**src/rtl/midi_pkg.sv**
```systemverilog
// Shared constants, state encodings and message record for the outbound MIDI path.
package midi_pkg;

    localparam int         MIDI_BAUD       = 31250;
    localparam logic [3:0] STATUS_NOTE_ON  = 4'h9;
    localparam logic [3:0] STATUS_NOTE_OFF = 4'h8;
    localparam int         ENTRY_W         = 15;

    typedef enum logic [1:0] {
        MSG_IDLE,
        MSG_STATUS,
        MSG_KEY,
        MSG_VEL
    } msg_state_e;

    typedef enum logic [1:0] {
        TX_IDLE,
        TX_START,
        TX_DATA,
        TX_STOP
    } tx_state_e;

    typedef struct packed {
        logic       note_on;
        logic [6:0] key;
        logic [6:0] vel;
    } msg_entry_t;

    function automatic logic [7:0] status_byte(input logic on, input logic [3:0] ch);
        return {(on ? STATUS_NOTE_ON : STATUS_NOTE_OFF), ch};
    endfunction

endpackage

```
**src/rtl/midi_uart_byte_tx.sv**
```systemverilog
// 8N1 byte serializer; a byte loaded in the last stop-bit cycle follows with no idle gap.
module midi_uart_byte_tx
    import midi_pkg::*;
#(
    parameter int CLKS_PER_BIT = 2080
) (
    input  logic       clock,
    input  logic       reset,
    input  logic [7:0] byte_in,
    input  logic       byte_load,
    output logic       serial,
    output logic       byte_done,
    output logic       tx_busy
);

    localparam int               CNT_W   = (CLKS_PER_BIT > 1) ? $clog2(CLKS_PER_BIT) : 1;
    localparam logic [CNT_W-1:0] CNT_MAX = CNT_W'(CLKS_PER_BIT - 1);

    tx_state_e        state_q, state_d;
    logic [CNT_W-1:0] cnt_q, cnt_d;
    logic [2:0]       bit_q, bit_d;
    logic [7:0]       data_q, data_d;
    logic             serial_q, serial_d;
    logic             bit_end;

    assign bit_end = (cnt_q == CNT_MAX);

    always_comb begin
        state_d   = state_q;
        cnt_d     = bit_end ? '0 : cnt_q + 1'b1;
        bit_d     = bit_q;
        data_d    = data_q;
        byte_done = 1'b0;
        unique case (state_q)
            TX_IDLE: begin
                cnt_d = '0;
                if (byte_load) begin
                    state_d = TX_START;
                    data_d  = byte_in;
                end
            end
            TX_START: begin
                if (bit_end) begin
                    state_d = TX_DATA;
                    bit_d   = 3'd0;
                end
            end
            TX_DATA: begin
                if (bit_end) begin
                    if (bit_q == 3'd7) state_d = TX_STOP;
                    else               bit_d   = bit_q + 1'b1;
                end
            end
            TX_STOP: begin
                if (bit_end) begin
                    byte_done = 1'b1;
                    if (byte_load) begin
                        state_d = TX_START;
                        data_d  = byte_in;
                    end else begin
                        state_d = TX_IDLE;
                    end
                end
            end
        endcase

        // Line level follows the next state so the output stays registered.
        serial_d = 1'b1;
        unique case (state_d)
            TX_START: serial_d = 1'b0;
            TX_DATA:  serial_d = data_d[bit_d];
            default:  serial_d = 1'b1;
        endcase
    end

    always_ff @(posedge clock or negedge reset) begin
        if (!reset) begin
            state_q  <= TX_IDLE;
            cnt_q    <= '0;
            bit_q    <= 3'd0;
            serial_q <= 1'b1;
        end else begin
            state_q  <= state_d;
            cnt_q    <= cnt_d;
            bit_q    <= bit_d;
            serial_q <= serial_d;
        end
    end

    always_ff @(posedge clock) begin
        data_q <= data_d;
    end

    assign serial  = serial_q;
    assign tx_busy = (state_q != TX_IDLE);

endmodule

```
**src/rtl/midi_tx.sv**
```systemverilog
// MIDI note-on/off transmitter: message FIFO, byte sequencer with running status, UART serializer.
module midi_tx
    import midi_pkg::*;
#(
    parameter int CLKS_PER_BIT   = 2080,
    parameter int CHANNEL        = 0,
    parameter int DEPTH          = 4,
    parameter int LOG            = 2,
    parameter int RUNNING_STATUS = 1
) (
    input  logic       clock,
    input  logic       reset,
    input  logic       msg_valid,
    output logic       msg_ready,
    input  logic       note_on,
    input  logic [6:0] key_index,
    input  logic [6:0] velocity,
    output logic       serial,
    output logic       busy,
    output logic       overflow
);

    localparam logic [3:0] CHAN = 4'(CHANNEL);
    localparam logic [LOG:0] FULL = (LOG + 1)'(DEPTH);

    msg_entry_t     mem_q [DEPTH];
    logic [LOG-1:0] wr_ptr_q, rd_ptr_q;
    logic [LOG:0]   count_q;
    logic           overflow_q;
    logic           push, pop, fifo_empty;
    msg_entry_t     head;

    assign msg_ready  = (count_q != FULL);
    assign fifo_empty = (count_q == '0);
    assign push       = msg_valid & msg_ready;
    assign head       = mem_q[rd_ptr_q];

    always_ff @(posedge clock or negedge reset) begin
        if (!reset) begin
            wr_ptr_q   <= '0;
            rd_ptr_q   <= '0;
            count_q    <= '0;
            overflow_q <= 1'b0;
        end else begin
            if (push) wr_ptr_q <= wr_ptr_q + 1'b1;
            if (pop)  rd_ptr_q <= rd_ptr_q + 1'b1;
            if (push && !pop)      count_q <= count_q + 1'b1;
            else if (pop && !push) count_q <= count_q - 1'b1;
            if (msg_valid && !msg_ready) overflow_q <= 1'b1;
        end
    end

    always_ff @(posedge clock) begin
        if (push) mem_q[wr_ptr_q] <= {note_on, key_index, velocity};
    end

    msg_state_e seq_q, seq_d;
    logic       issued_q, issued_d;
    logic       last_vld_q, last_vld_d;
    logic [7:0] last_stat_q, last_stat_d;
    logic [7:0] stat_q, stat_d;
    msg_entry_t cur_q, cur_d;
    logic [7:0] next_stat, byte_val;
    logic       skip_stat, byte_load, byte_done, tx_busy;

    always_comb begin
        seq_d       = seq_q;
        issued_d    = issued_q;
        last_vld_d  = last_vld_q;
        last_stat_d = last_stat_q;
        stat_d      = stat_q;
        cur_d       = cur_q;
        pop         = 1'b0;
        byte_load   = 1'b0;
        byte_val    = 8'h00;
        next_stat   = status_byte(head.note_on, CHAN);
        skip_stat   = (RUNNING_STATUS != 0) && last_vld_q && (next_stat == last_stat_q);

        unique case (seq_q)
            MSG_IDLE: begin
                if (!fifo_empty) begin
                    pop      = 1'b1;
                    cur_d    = head;
                    stat_d   = next_stat;
                    issued_d = 1'b0;
                    seq_d    = skip_stat ? MSG_KEY : MSG_STATUS;
                end
            end
            MSG_STATUS: begin
                if (!issued_q) begin
                    byte_load = 1'b1;
                    byte_val  = stat_q;
                    issued_d  = 1'b1;
                end else if (byte_done) begin
                    last_stat_d = stat_q;
                    last_vld_d  = 1'b1;
                    byte_load   = 1'b1;
                    byte_val    = {1'b0, cur_q.key};
                    seq_d       = MSG_KEY;
                end
            end
            MSG_KEY: begin
                if (!issued_q) begin
                    byte_load = 1'b1;
                    byte_val  = {1'b0, cur_q.key};
                    issued_d  = 1'b1;
                end else if (byte_done) begin
                    byte_load = 1'b1;
                    byte_val  = {1'b0, cur_q.vel};
                    seq_d     = MSG_VEL;
                end
            end
            MSG_VEL: begin
                if (!issued_q) begin
                    byte_load = 1'b1;
                    byte_val  = {1'b0, cur_q.vel};
                    issued_d  = 1'b1;
                end else if (byte_done) begin
                    // Chain straight into the next queued message so frames stay back-to-back.
                    if (!fifo_empty) begin
                        pop       = 1'b1;
                        cur_d     = head;
                        stat_d    = next_stat;
                        byte_load = 1'b1;
                        byte_val  = skip_stat ? {1'b0, head.key} : next_stat;
                        seq_d     = skip_stat ? MSG_KEY : MSG_STATUS;
                    end else begin
                        issued_d = 1'b0;
                        seq_d    = MSG_IDLE;
                    end
                end
            end
        endcase
    end

    always_ff @(posedge clock or negedge reset) begin
        if (!reset) begin
            seq_q      <= MSG_IDLE;
            issued_q   <= 1'b0;
            last_vld_q <= 1'b0;
        end else begin
            seq_q      <= seq_d;
            issued_q   <= issued_d;
            last_vld_q <= last_vld_d;
        end
    end

    always_ff @(posedge clock) begin
        last_stat_q <= last_stat_d;
        stat_q      <= stat_d;
        cur_q       <= cur_d;
    end

    midi_uart_byte_tx #(
        .CLKS_PER_BIT(CLKS_PER_BIT)
    ) u_byte_tx (
        .clock    (clock),
        .reset    (reset),
        .byte_in  (byte_val),
        .byte_load(byte_load),
        .serial   (serial),
        .byte_done(byte_done),
        .tx_busy  (tx_busy)
    );

    assign busy     = (count_q != '0) | (seq_q != MSG_IDLE) | tx_busy;
    assign overflow = overflow_q;

endmodule

```
**config.mk**
```make
export PLATFORM = sky130hd
export DESIGN_NAME = midi_tx
export DESIGN_NICKNAME = d
export VERILOG_FILES = /design/src/rtl/midi_pkg.sv /design/src/rtl/midi_uart_byte_tx.sv /design/src/rtl/midi_tx.sv
export SDC_FILE = /design/constraint.sdc
export NUM_CORES = 1
export LEC_CHECK = 0
export BUFFER_PORTS_ARGS = -buffer_cell sky130_fd_sc_hd__buf_2
export CAP_MARGIN = 20
export CORE_MARGIN = 2
export CORE_UTILIZATION = 55
export CTS_BUF_LIST = sky130_fd_sc_hd__clkbuf_4 sky130_fd_sc_hd__clkbuf_8
export DETAILED_ROUTE_END_ITERATION = 8
export HOLD_SLACK_MARGIN = 0.15
export PLACE_DENSITY = 0.73
export SYNTH_ARGS = -nofsm -noshare
export SYNTH_HDL_FRONTEND = slang
export SYNTH_SLANG_ARGS = --single-unit
```
**constraint.sdc**
```tcl
create_clock -name clock -period 2.8 [get_ports clock]
set_clock_uncertainty 0.05 [all_clocks]
set_input_delay 0.84 -clock clock [delete_from_list [all_inputs] [get_ports clock]]
set_output_delay 0.84 -clock clock [all_outputs]
set_load 0.02 [all_outputs]
```
==> metrics.txt <==
Net Sw Power 1.06 mW; Final min period 2.71 ns; Clock Power Share 0.382; Final TNS setup 0 ns; Critical R2R Launch u_byte_tx.cnt_q[8]$_DFF_PN0_; worst skew pair latency 0.43 ns; hpwl dp 6.46 mm; syn_nets 408; area post-placement 5530 um2; final wirelength 9.54 mm; Port Buffers 21; top_reg_cell synth edfxtp_1; Distinct cells, synth 66; Logic pwr share 0.107; actual slew at the worst max-slew pin 0.694 ns; TritonCTS clock tree built; clk slew on worst S/H paths 0.07 ns; peak supply drop 0.584 mV; Post-synth ARST share 0.263; Critical Path RT 3.11 ns; TritonCTS Buffers 17; Antenna Cells 0; die footprint 10200 um2; # setup viols final 0; EDFF count, synth 76; slew margin rel. 0.538; root buf cell clkbuf_8; total core area 9150 um2; DRC 0; WHS 0.404 ns; status finished clean; die height 101 um; drt pass-1 iters 4; sequential power share 0.511; Ports 22; Hold WC Path Type primary input to async pin; GRT overflow 0; number of global-route vias before repair 3309; RePlAce Congestion 0.846; H-Tree Depth 4; most frequent cells in the layout 76 x edfxtp_1, 29 x dfrtp_1, 28 x nand2_1; Setup Crit Path Kind flip-flop to flip-flop; r2r setup slk 0.09 ns; Layout Nets 463; YS warnings 0; Initial DRC Count 165; CP Max Fanout 5; Mapped Avg Cell Area 13.8 um2; Final ANT Viol Nets 0; first-pass GRT wire length 16.1 mm; RSZ-0062 raised after global routing yes; fin. max-slew vios 0; Pint 3.11 mW; GRT Util Overall 0.211; die width 101 um; CTS Hold Bufs 0; Critical Path End Type flip-flop; drt wl/cell 17.3 um; largest net degree at the start of global routing 31; antenna violations before repair 0; Vias/cell 5.74; Seq/Total Area, Yosys 0.620; Max Cap Violations 0; Syn Std Cell Area 5150 um2; worst r2r dst u_byte_tx.serial$_DFF_PN1_; area delta synth->final 16.7%; num rows 35; CP startpoint u_byte_tx.cnt_q[8]$_DFF_PN0_; Longest Clk Path Bufs 2; design area 6010 um2; final period utilization 0.968; via count 3169; CTS Sinks 114; R2R depth 9; final-report hold violation count 0; Crit path arrival time 3.02 ns; CP Cell Sequence or4b_4, buf_4, nor3_4, o21ai_2, a211o_1, mux2_4, a211oi_2, a31oi_1, o31a_1; CP top delay family compound AO/OA/AOI/OAI gates; pwr dens 693 nW/um2; startpoint types flip-flop; Synth Register Bits 114; Max Freq 369 MHz; critical path's slowest cell or4b_4; max incr delay on CP 0.58 ns; CP Buf/Inv Count 1; Initial Util 0.563; Cells after Synth 373; leakage 2.36 nW; share of cells above drive strength 1 0.279; most common cell after layout, fill and taps aside edfxtp_1; Sw Share 0.253
[synthesized netlist by cell type, types with 2 or more instances]
cell type  instances  area, um2
clkbuf_1           9       33.8
dfrtp_1           29        726
xor2_1            11       96.3
mux4_2            15        338
a211oi_1           2       15.0
mux2i_1            2       20.0
a31oi_1            4       25.0
o32a_1             2       20.0
inv_1             15       56.3
nand4_1           10       62.6
edfxtp_1          76       2280
nor3_1             5       25.0
a211o_1            2       17.5
xnor2_1            5       43.8
ha_1              16        200
nand2b_1           2       12.5
buf_2              3       15.0
o211ai_1           2       15.0
or2_2              3       18.8
and2_1             3       18.8
and4_1             2       17.5
mux2_2             2       22.5
o21ai_1            2       10.0
o31a_1             4       35.0
dfxtp_1            8        160
nor2_1            27        101
nand3_1           16       80.1
nand2_1           28        105
nor2b_1            4       25.0
o21ai_0           16       80.1
and3_1             5       31.3
a21oi_1            8       40.0
a22o_1             2       17.5
[how the worst max path moves through the flow]
| stage | endpoint | depth (start not counted) |
|---|---|---|
| 3_5_place_dp | u_byte_tx.serial$_DFF_PN1_ | 9 |
| 3_3_place_gp | u_byte_tx.serial$_DFF_PN1_ | 8 |
| 5_1_grt | u_byte_tx.serial$_DFF_PN1_ | 10 |
| 4_1_cts | count_q[1]$_DFFE_PN0P_ | 10 |
| 2_1_floorplan | count_q[1]$_DFFE_PN0P_ | 12 |
| 6_report | u_byte_tx.serial$_DFF_PN1_ | 9 |
[power by group through the flow]
stage | Clock (mW) | Combinational [mW] | Sequential (mW)
6_report | 1.59 | 0.447 | 2.13
5_1_grt | 1.70 | 0.499 | 2.15
4_1_cts | 1.63 | 0.458 | 2.13
3_5_place_dp | 0 | 0.454 | 2.17
3_3_place_gp | 0 | 0.443 | 2.15
2_1_floorplan | 0 | 0.286 | 2.15
[final cells by class]
cell class | count | area, um2
Sequential cell | 114 | 3190
Fill cell | 653 | 3140
Multi-Input combinational cell | 230 | 1870
Timing Repair Buffer | 50 | 339
Clock buffer | 17 | 234
Clock inverter | 15 | 180
Tap cell | 111 | 139
Inverter | 15 | 56.3
[sequential cells by signal, summed over array words and instances (netlist names)]
signal	cells
u_byte_tx.data_q	8
u_byte_tx.state_q	2
overflow	1
last_stat_q	1
issued_q	1
wr_ptr_q	2
cur_q	14
last_vld_q	1
seq_q	2
count_q	3
mem_q	60
u_byte_tx.serial	1
stat_q	1
u_byte_tx.bit_q	3
rd_ptr_q	2
u_byte_tx.cnt_q	12
[metal layers]
layer,part of all wire,track usage,up-vias
met1,0.43,0.260,1557
li1,-,-,1524
met5,0,0,-
met3,0.043,0.0617,10
met2,0.52,0.354,78
met4,0.011,0.0769,0
[stage by stage]
stage                     power, mW  utilization  setup WS (ns)  cells
after floorplan                2.43            -        -0.0651    373
after detailed placement       2.62        0.604         0.0860    514
after global placement         2.59        0.604          0.142    514
final                          4.17        0.657         0.0882    552
after global routing           4.35        0.657        -0.0293    552
after CTS                      4.22        0.650         0.0764    546
[cells by family after synthesis]
kind of cell	count (synthesis)	synth area share
AOI/OAI and AO/OA	59	0.0855
xor gates and xnor gates	17	0.0304
adders and majority gates	17	0.0427
buffers and inverters	29	0.0226
DFF	114	0.620
muxes	20	0.0767
and+or+nand+nor	117	0.122
[repair_timing]
action / CTS / global route
buffers inserted: 0 / 6
gates resized for setup: 0 / 8
endpoints found under the setup margin: 0 / 2
Note: power is estimated with default switching activity, not from simulation.
